--- src/rtl/sync_array.sv ---
// sync_array: multi-channel synchroniser in the destination clock domain.
// Each channel carries an independent word through a Stages-deep flop chain.
// An optional stability filter rejects short-lived values, and the result
// can optionally be Gray-decoded. dout is registered, and a one-cycle
// 'changed' strobe marks each update of each channel.

module sync_array #(
    parameter int          Channels     = 2,
    parameter int          ChannelWidth = 4,
    parameter int          Stages       = 2,
    parameter logic [31:0] InitValue    = 32'h0000_0000,
    parameter int          StableCycles = 0,
    parameter int          GrayDecode   = 0
) (
    input  logic                             clk,
    input  logic                             rst,
    input  logic [Channels*ChannelWidth-1:0] din,
    output logic [Channels*ChannelWidth-1:0] dout,
    output logic [Channels-1:0]              changed
);

    // Parameter range checks, resolved at elaboration time.
    if ((Channels < 1) || (Channels > 16)) begin : g_bad_channels
        $error("sync_array: Channels must be in 1..16");
    end
    if ((ChannelWidth < 1) || (ChannelWidth > 32)) begin : g_bad_width
        $error("sync_array: ChannelWidth must be in 1..32");
    end
    if ((Stages < 1) || (Stages > 8)) begin : g_bad_stages
        $error("sync_array: Stages must be in 1..8");
    end
    if ((StableCycles < 0) || (StableCycles > 255)) begin : g_bad_stable
        $error("sync_array: StableCycles must be in 0..255");
    end
    if ((GrayDecode != 0) && (GrayDecode != 1)) begin : g_bad_gray
        $error("sync_array: GrayDecode must be 0 or 1");
    end

    // Gray-to-binary: the MSB passes through, every lower bit is the XOR
    // of the binary bit above it and its own Gray bit.
    function automatic logic [ChannelWidth-1:0] gray2bin(input logic [ChannelWidth-1:0] g);
        logic [ChannelWidth-1:0] b;
        b = g;
        for (int k = ChannelWidth - 2; k >= 0; k--) begin
            b[k] = b[k+1] ^ g[k];
        end
        return b;
    endfunction

    // Output encoding applied to every value loaded into dout.
    function automatic logic [ChannelWidth-1:0] decode(input logic [ChannelWidth-1:0] x);
        logic [ChannelWidth-1:0] y;
        if (GrayDecode != 0) begin
            y = gray2bin(x);
        end else begin
            y = x;
        end
        return y;
    endfunction

    localparam int                      CntW     = (StableCycles < 1) ? 1 : $clog2(StableCycles + 1);
    localparam logic [ChannelWidth-1:0] InitRaw  = InitValue[ChannelWidth-1:0];
    localparam logic [ChannelWidth-1:0] InitOut  = decode(InitRaw);
    localparam logic [CntW-1:0]         CntMax   = CntW'(StableCycles);
    localparam logic [CntW-1:0]         CntOne   = CntW'(32'd1);
    localparam logic [CntW-1:0]         CntZero  = CntW'(32'd0);
    localparam bit                      FilterOn = (StableCycles != 0);

    for (genvar ch = 0; ch < Channels; ch++) begin : g_chan
        logic [ChannelWidth-1:0] sync_r [Stages];
        logic [ChannelWidth-1:0] tail_s;
        logic [ChannelWidth-1:0] held_r;
        logic [ChannelWidth-1:0] held_s;
        logic [ChannelWidth-1:0] cand_r;
        logic [ChannelWidth-1:0] cand_s;
        logic [ChannelWidth-1:0] dout_r;
        logic [ChannelWidth-1:0] dout_s;
        logic [CntW-1:0]         cnt_r;
        logic [CntW-1:0]         cnt_s;
        logic                    chg_r;
        logic                    chg_s;

        // Synchroniser chain: plain shift, first stage samples the async input.
        always_ff @(posedge clk) begin
            if (rst) begin
                for (int k = 0; k < Stages; k++) begin
                    sync_r[k] <= InitRaw;
                end
            end else begin
                sync_r[0] <= din[ch*ChannelWidth +: ChannelWidth];
                for (int k = 1; k < Stages; k++) begin
                    sync_r[k] <= sync_r[k-1];
                end
            end
        end

        assign tail_s = sync_r[Stages-1];

        // Update decision: direct pass in bypass mode, otherwise a candidate
        // must be seen unchanged for StableCycles+1 edges before it is accepted.
        always_comb begin
            held_s = held_r;
            cand_s = cand_r;
            cnt_s  = cnt_r;
            dout_s = dout_r;
            chg_s  = 1'b0;
            if (!FilterOn) begin
                if (tail_s != held_r) begin
                    held_s = tail_s;
                    dout_s = decode(tail_s);
                    chg_s  = 1'b1;
                end else begin
                    chg_s  = 1'b0;
                end
            end else if (tail_s == held_r) begin
                // Back to the held value: any pending candidate is dropped.
                cnt_s  = CntZero;
                cand_s = tail_s;
                chg_s  = 1'b0;
            end else if (tail_s != cand_r) begin
                // A different value restarts qualification from zero.
                cand_s = tail_s;
                cnt_s  = CntZero;
                chg_s  = 1'b0;
            end else if (cnt_r != CntMax) begin
                cnt_s  = cnt_r + CntOne;
                chg_s  = 1'b0;
            end else begin
                held_s = tail_s;
                dout_s = decode(tail_s);
                cnt_s  = CntZero;
                chg_s  = 1'b1;
            end
        end

        // Held value, candidate, counter and output registers.
        always_ff @(posedge clk) begin
            if (rst) begin
                held_r <= InitRaw;
                cand_r <= InitRaw;
                cnt_r  <= CntZero;
                dout_r <= InitOut;
                chg_r  <= 1'b0;
            end else begin
                held_r <= held_s;
                cand_r <= cand_s;
                cnt_r  <= cnt_s;
                dout_r <= dout_s;
                chg_r  <= chg_s;
            end
        end

        assign dout[ch*ChannelWidth +: ChannelWidth] = dout_r;
        assign changed[ch]                           = chg_r;
    end

endmodule

--- config.mk ---
export PLATFORM = sky130hd
export DESIGN_NAME = sync_array
export DESIGN_NICKNAME = d
export VERILOG_FILES = /design/src/rtl/sync_array.sv
export SDC_FILE = /design/constraint.sdc
export NUM_CORES = 1
export LEC_CHECK = 0
export BUFFER_PORTS_ARGS = -buffer_cell sky130_fd_sc_hd__buf_2
export CAP_MARGIN = 20
export CORE_MARGIN = 10
export CORE_UTILIZATION = 45
export DETAILED_ROUTE_END_ITERATION = 10
export GPL_ROUTABILITY_DRIVEN = 0
export PLACE_DENSITY = 0.69
export SYNTH_ARGS = -nofsm -noshare
export SYNTH_HDL_FRONTEND = slang
export SYNTH_SLANG_ARGS = --single-unit
--- constraint.sdc ---
create_clock -name clk -period 0.9 [get_ports clk]
set_input_delay 0.225 -clock clk [delete_from_list [all_inputs] [get_ports clk]]
set_output_delay 0.225 -clock clk [all_outputs]
set_load 0.02 [all_outputs]
# Word level (Yosys, flattened, before mapping)
# Memories as Yosys holds them, arrays and structs flattened.
# Cells that the tools add are included.
# Widths: inputs -> output; s select.
# classes
n_bitwise,4
n_mux,9
n_div,0
mul,0
shifts,0
eq_ne,2
n_reduce_logical,0
n_lt_le_gt_ge,0
add_sub_neg,0
# op_table
operator,count
$mux 4,4
$ne 4x4->1,2
$mux 1,5
$or 1x1->1,4
# word_totals
ram_bits,16
romBits,0
mem_count,2
latch_bits,0
regBits,10
word_cells,21
inputBits,10
# mem_list
memory,depth,word_bits,rd,rd_ports_with_merged_regs,wr,line_no,rtl
g_chan[0].sync_r,2,4,2,0,2,70,logic [ChannelWidth-1:0] sync_r [Stages];
g_chan[1].sync_r,2,4,2,0,2,70,

# Depth between registers and ports, before layout
# logic_depth
depth_word,3
mapped_depth,2
depth_no_buf,2

# Worst setup path before layout
# OpenSTA, ideal clock, no wires.
# synth_path
kind,flip-flop to flip-flop
start,register g_chan[0].dout_r[1] (netlist name)
end,register g_chan[0].chg_r
path_slack_ns,0.060
stages_incl_launch_ff,3
n_path_buf,0
required_time_ns,0.767
arrival_time_ns,0.706
setup_ns,0.133
cell_sequence,dfxtp_1 xnor2_1 a41oi_2
# synth_lines
item,line_no,rtl
to (signal assigned),149,chg_r <= chg_s;
to (decl),80,logic chg_r;

# Worst setup path after layout
# layout_path
start,register g_chan[0].dout_r[3]
end,output port dout[3]
# layout_lines
item,line_no,rtl
from (decl),76,logic [ChannelWidth-1:0] dout_r;
from (signal assigned),142,dout_r <= InitOut;
from (signal assigned),148,dout_r <= dout_s;
to (decl),18,"output logic [Channels*ChannelWidth-1:0] dout,"
# No word-level cell between the ends.

==> summary.txt <==
outcome - complete, but fails checks
failing checks - setup timing
Slowest Stage Delay on Critical Path - 0.36 ns
worst-path cell chain - buf_6
Slowest-stage cell, CP - dfxtp_2
Antenna diodes - 0
Internal - 1.57 mW
Yosys reg bits - 26
Final Instance Count excl. Fillers - 118
CTS Hold Bufs - 0
crit path from - g_chan[0].dout_r[3]$_SDFFE_PP0P_
Hold Startpoint - din[7]
RSZ-0062 raised after global routing - yes
slew at the pin closest to its max-slew limit - 0.252 ns
commonest cells in the netlist - dfxtp_1, nor2b_1, xnor2_1
Initial Util - 47.3%
sequential fraction of the synthesis area - 64.4%
warnings from Yosys - 0
Reg2Reg Launch Point - g_chan[0].dout_r[3]$_SDFFE_PP0P_
WS Path Type - flip-flop to output port
Comb power frac - 10.0%
routed vias - 477
TritonCTS Sinks - 26
Crit path max-delay family - flip-flops
Synth area leaders - dfxtp_1, nor2b_1, xnor2_1
H-Tree Depth - 1
first-pass GRT wire length - 1970 um
Cells after Synth - 64
Placed Area - 920 um2
CP startpoint kind - flip-flop
Worst Slack Setup Final - -0.105 ns
FMAX - 995 MHz
area delta synth->final - 41.5%
design area - 1140 um2
Cell variety after synth - 6
count leader, synth - dfxtp_1
Tmin final - 1.01 ns
final worst path period share - 112%
Critical Path End Type - output port
Fin Clk Skew - 0.00263 ns
P_sw - 398 uW
Via density - 4.04
CTS tree - built
Clock Power Share - 27.5%
maximum root-to-sink buffer count - 2
hold crit path type - primary input to flip-flop
sequential share of power - 62.5%
Rel. slew slack - 83.2%
clk slew on worst S/H paths - 0.12 ns
Worst VDD drop - 0.00121 V
post-synth top area cell - dfxtp_1
syn avg cell area - 12.6 um2
worst-path maximum fanout - 2
Post-synth EDFFs - 0
Port Buf Inserts - 19
area share of the largest cell type after synthesis - 64.4%
share of layout cells above drive strength 1 - 55.9%
DRC - 0
Inserted Clock Buffers - 3
Core Box Area - 1710 um2
Static Leak - 0.483 nW
Async SR Flop Fraction - 0%
DRT antenna net count - 0
Power Density - 1720 nW/um2
Reg2Reg Setup Slack - 0.03 ns
Cells after DPL - 106
Detailed Routing Iterations Pass 1 - 2
initial antenna violation count - 0
DR iter-0 viols - 5
root buffer cell - clkbuf_4
gr usage total - 6.07%
DIE WIDTH - 62.4 um
DIE AREA - 3890 um2
Req. time, crit path - 0.67 ns
Final Hold Viols - 0
clk_lat worst skew - 0.30 ns
IO Pins - 20
final setup fails - 10
nets - 104
Max Cap Violations - 0
Buf+Inv Stages, Crit Path - 1
Overflow after GRT - 0
WL final - 1220 um
row cnt - 15
wire per inst - 10.4 um
Top FF cell, synth - dfxtp_1
synthesized cell area - 808 um2
WP data arrival - 0.78 ns
Sw Share - 20.2%
largest net degree at the start of global routing - 16
vias in the first global route - 481
die height - 62.4 um
final max-slew violation count - 0
Synth Net Count - 74
repair_timing:
action,4_1_cts,5_1_grt
resized for setup,30,7
setup endpoints to repair,10,12
pin swaps,0,2
setup buffers,7,1
registers in the layout, indices dropped and copies added, names as in the netlist:
name,count
g_chan.sync_r,16
g_chan.dout_r,8
g_chan.chg_r,2
cell families after synthesis:
logic type	Yosys count	share of synthesized area [%]
flops	26	64.4
simple gates	24	19.2
xor+xnor	8	8.67
buf+inv	4	3.72
compound gates	2	4.02
final timing paths:
path | to | cells after the start
setup / recovery | dout[3] | 1
hold / removal | g_chan[1].sync_r[0][3]$_SDFF_PP0_ | 2
setup reg to reg | g_chan[0].chg_r$_SDFF_PP0_ | 3
hold reg to reg | g_chan[1].sync_r[0][7]$_SDFF_PP0_ | 1
metal layers:
metal / vias to the layer above / track usage (%) / wire, um
li1: 255 / - / -
met1: 205 / 6.62 / 511
met2: 15 / 9.49 / 622
met3: 2 / 2.33 / 76
met4: 0 / 4.19 / 12
met5: - / 0 / 0
final cells by class:
class	instances	area (um2)
multi-input cells	34	310
well taps	25	31.3
clock buffers	4	36.3
flip-flops and latches	26	533
repair buffers	29	233
fillers	145	564
power by group through the flow:
stage / logic [mW] / registers [mW] / clock network, mW
3_5_place_dp: 0.148 / 1.25 / 0
3_3_place_gp: 0.147 / 1.25 / 0
2_1_floorplan: 0.101 / 1.26 / 0
4_1_cts: 0.183 / 1.23 / 0.562
6_report: 0.198 / 1.23 / 0.542
5_1_grt: 0.216 / 1.24 / 0.621
layout by cell type, fill, tap and decap left out:
cell type | Yosys | routed
buf_2 | 0 | 9
buf_6 | 0 | 10
and2b_1 | 4 | 4
xnor2_1 | 8 | 1
xnor2_2 | 0 | 7
nor2b_1 | 20 | 20
a41oi_2 | 2 | 2
clkbuf_8 | 0 | 1
dfxtp_2 | 0 | 10
clkbuf_4 | 0 | 3
dfxtp_1 | 26 | 16
buf_4 | 4 | 10
stage by stage:
stage	total power, mW	worst slack [ns]	utilization, %	hold slack, ns	TNS, ns
2_1_floorplan	1.36	0.0603	-	0.297	0
3_3_place_gp	1.39	0.0696	53.8	0.420	0
3_5_place_dp	1.40	0.0535	53.8	0.421	0
4_1_cts	1.97	-0.116	63.4	0.117	-1.01
5_1_grt	2.08	-0.162	67.0	0.108	-1.46
6_report	1.97	-0.105	67.0	0.123	-0.898
Note: power is estimated with default switching activity, not from simulation.
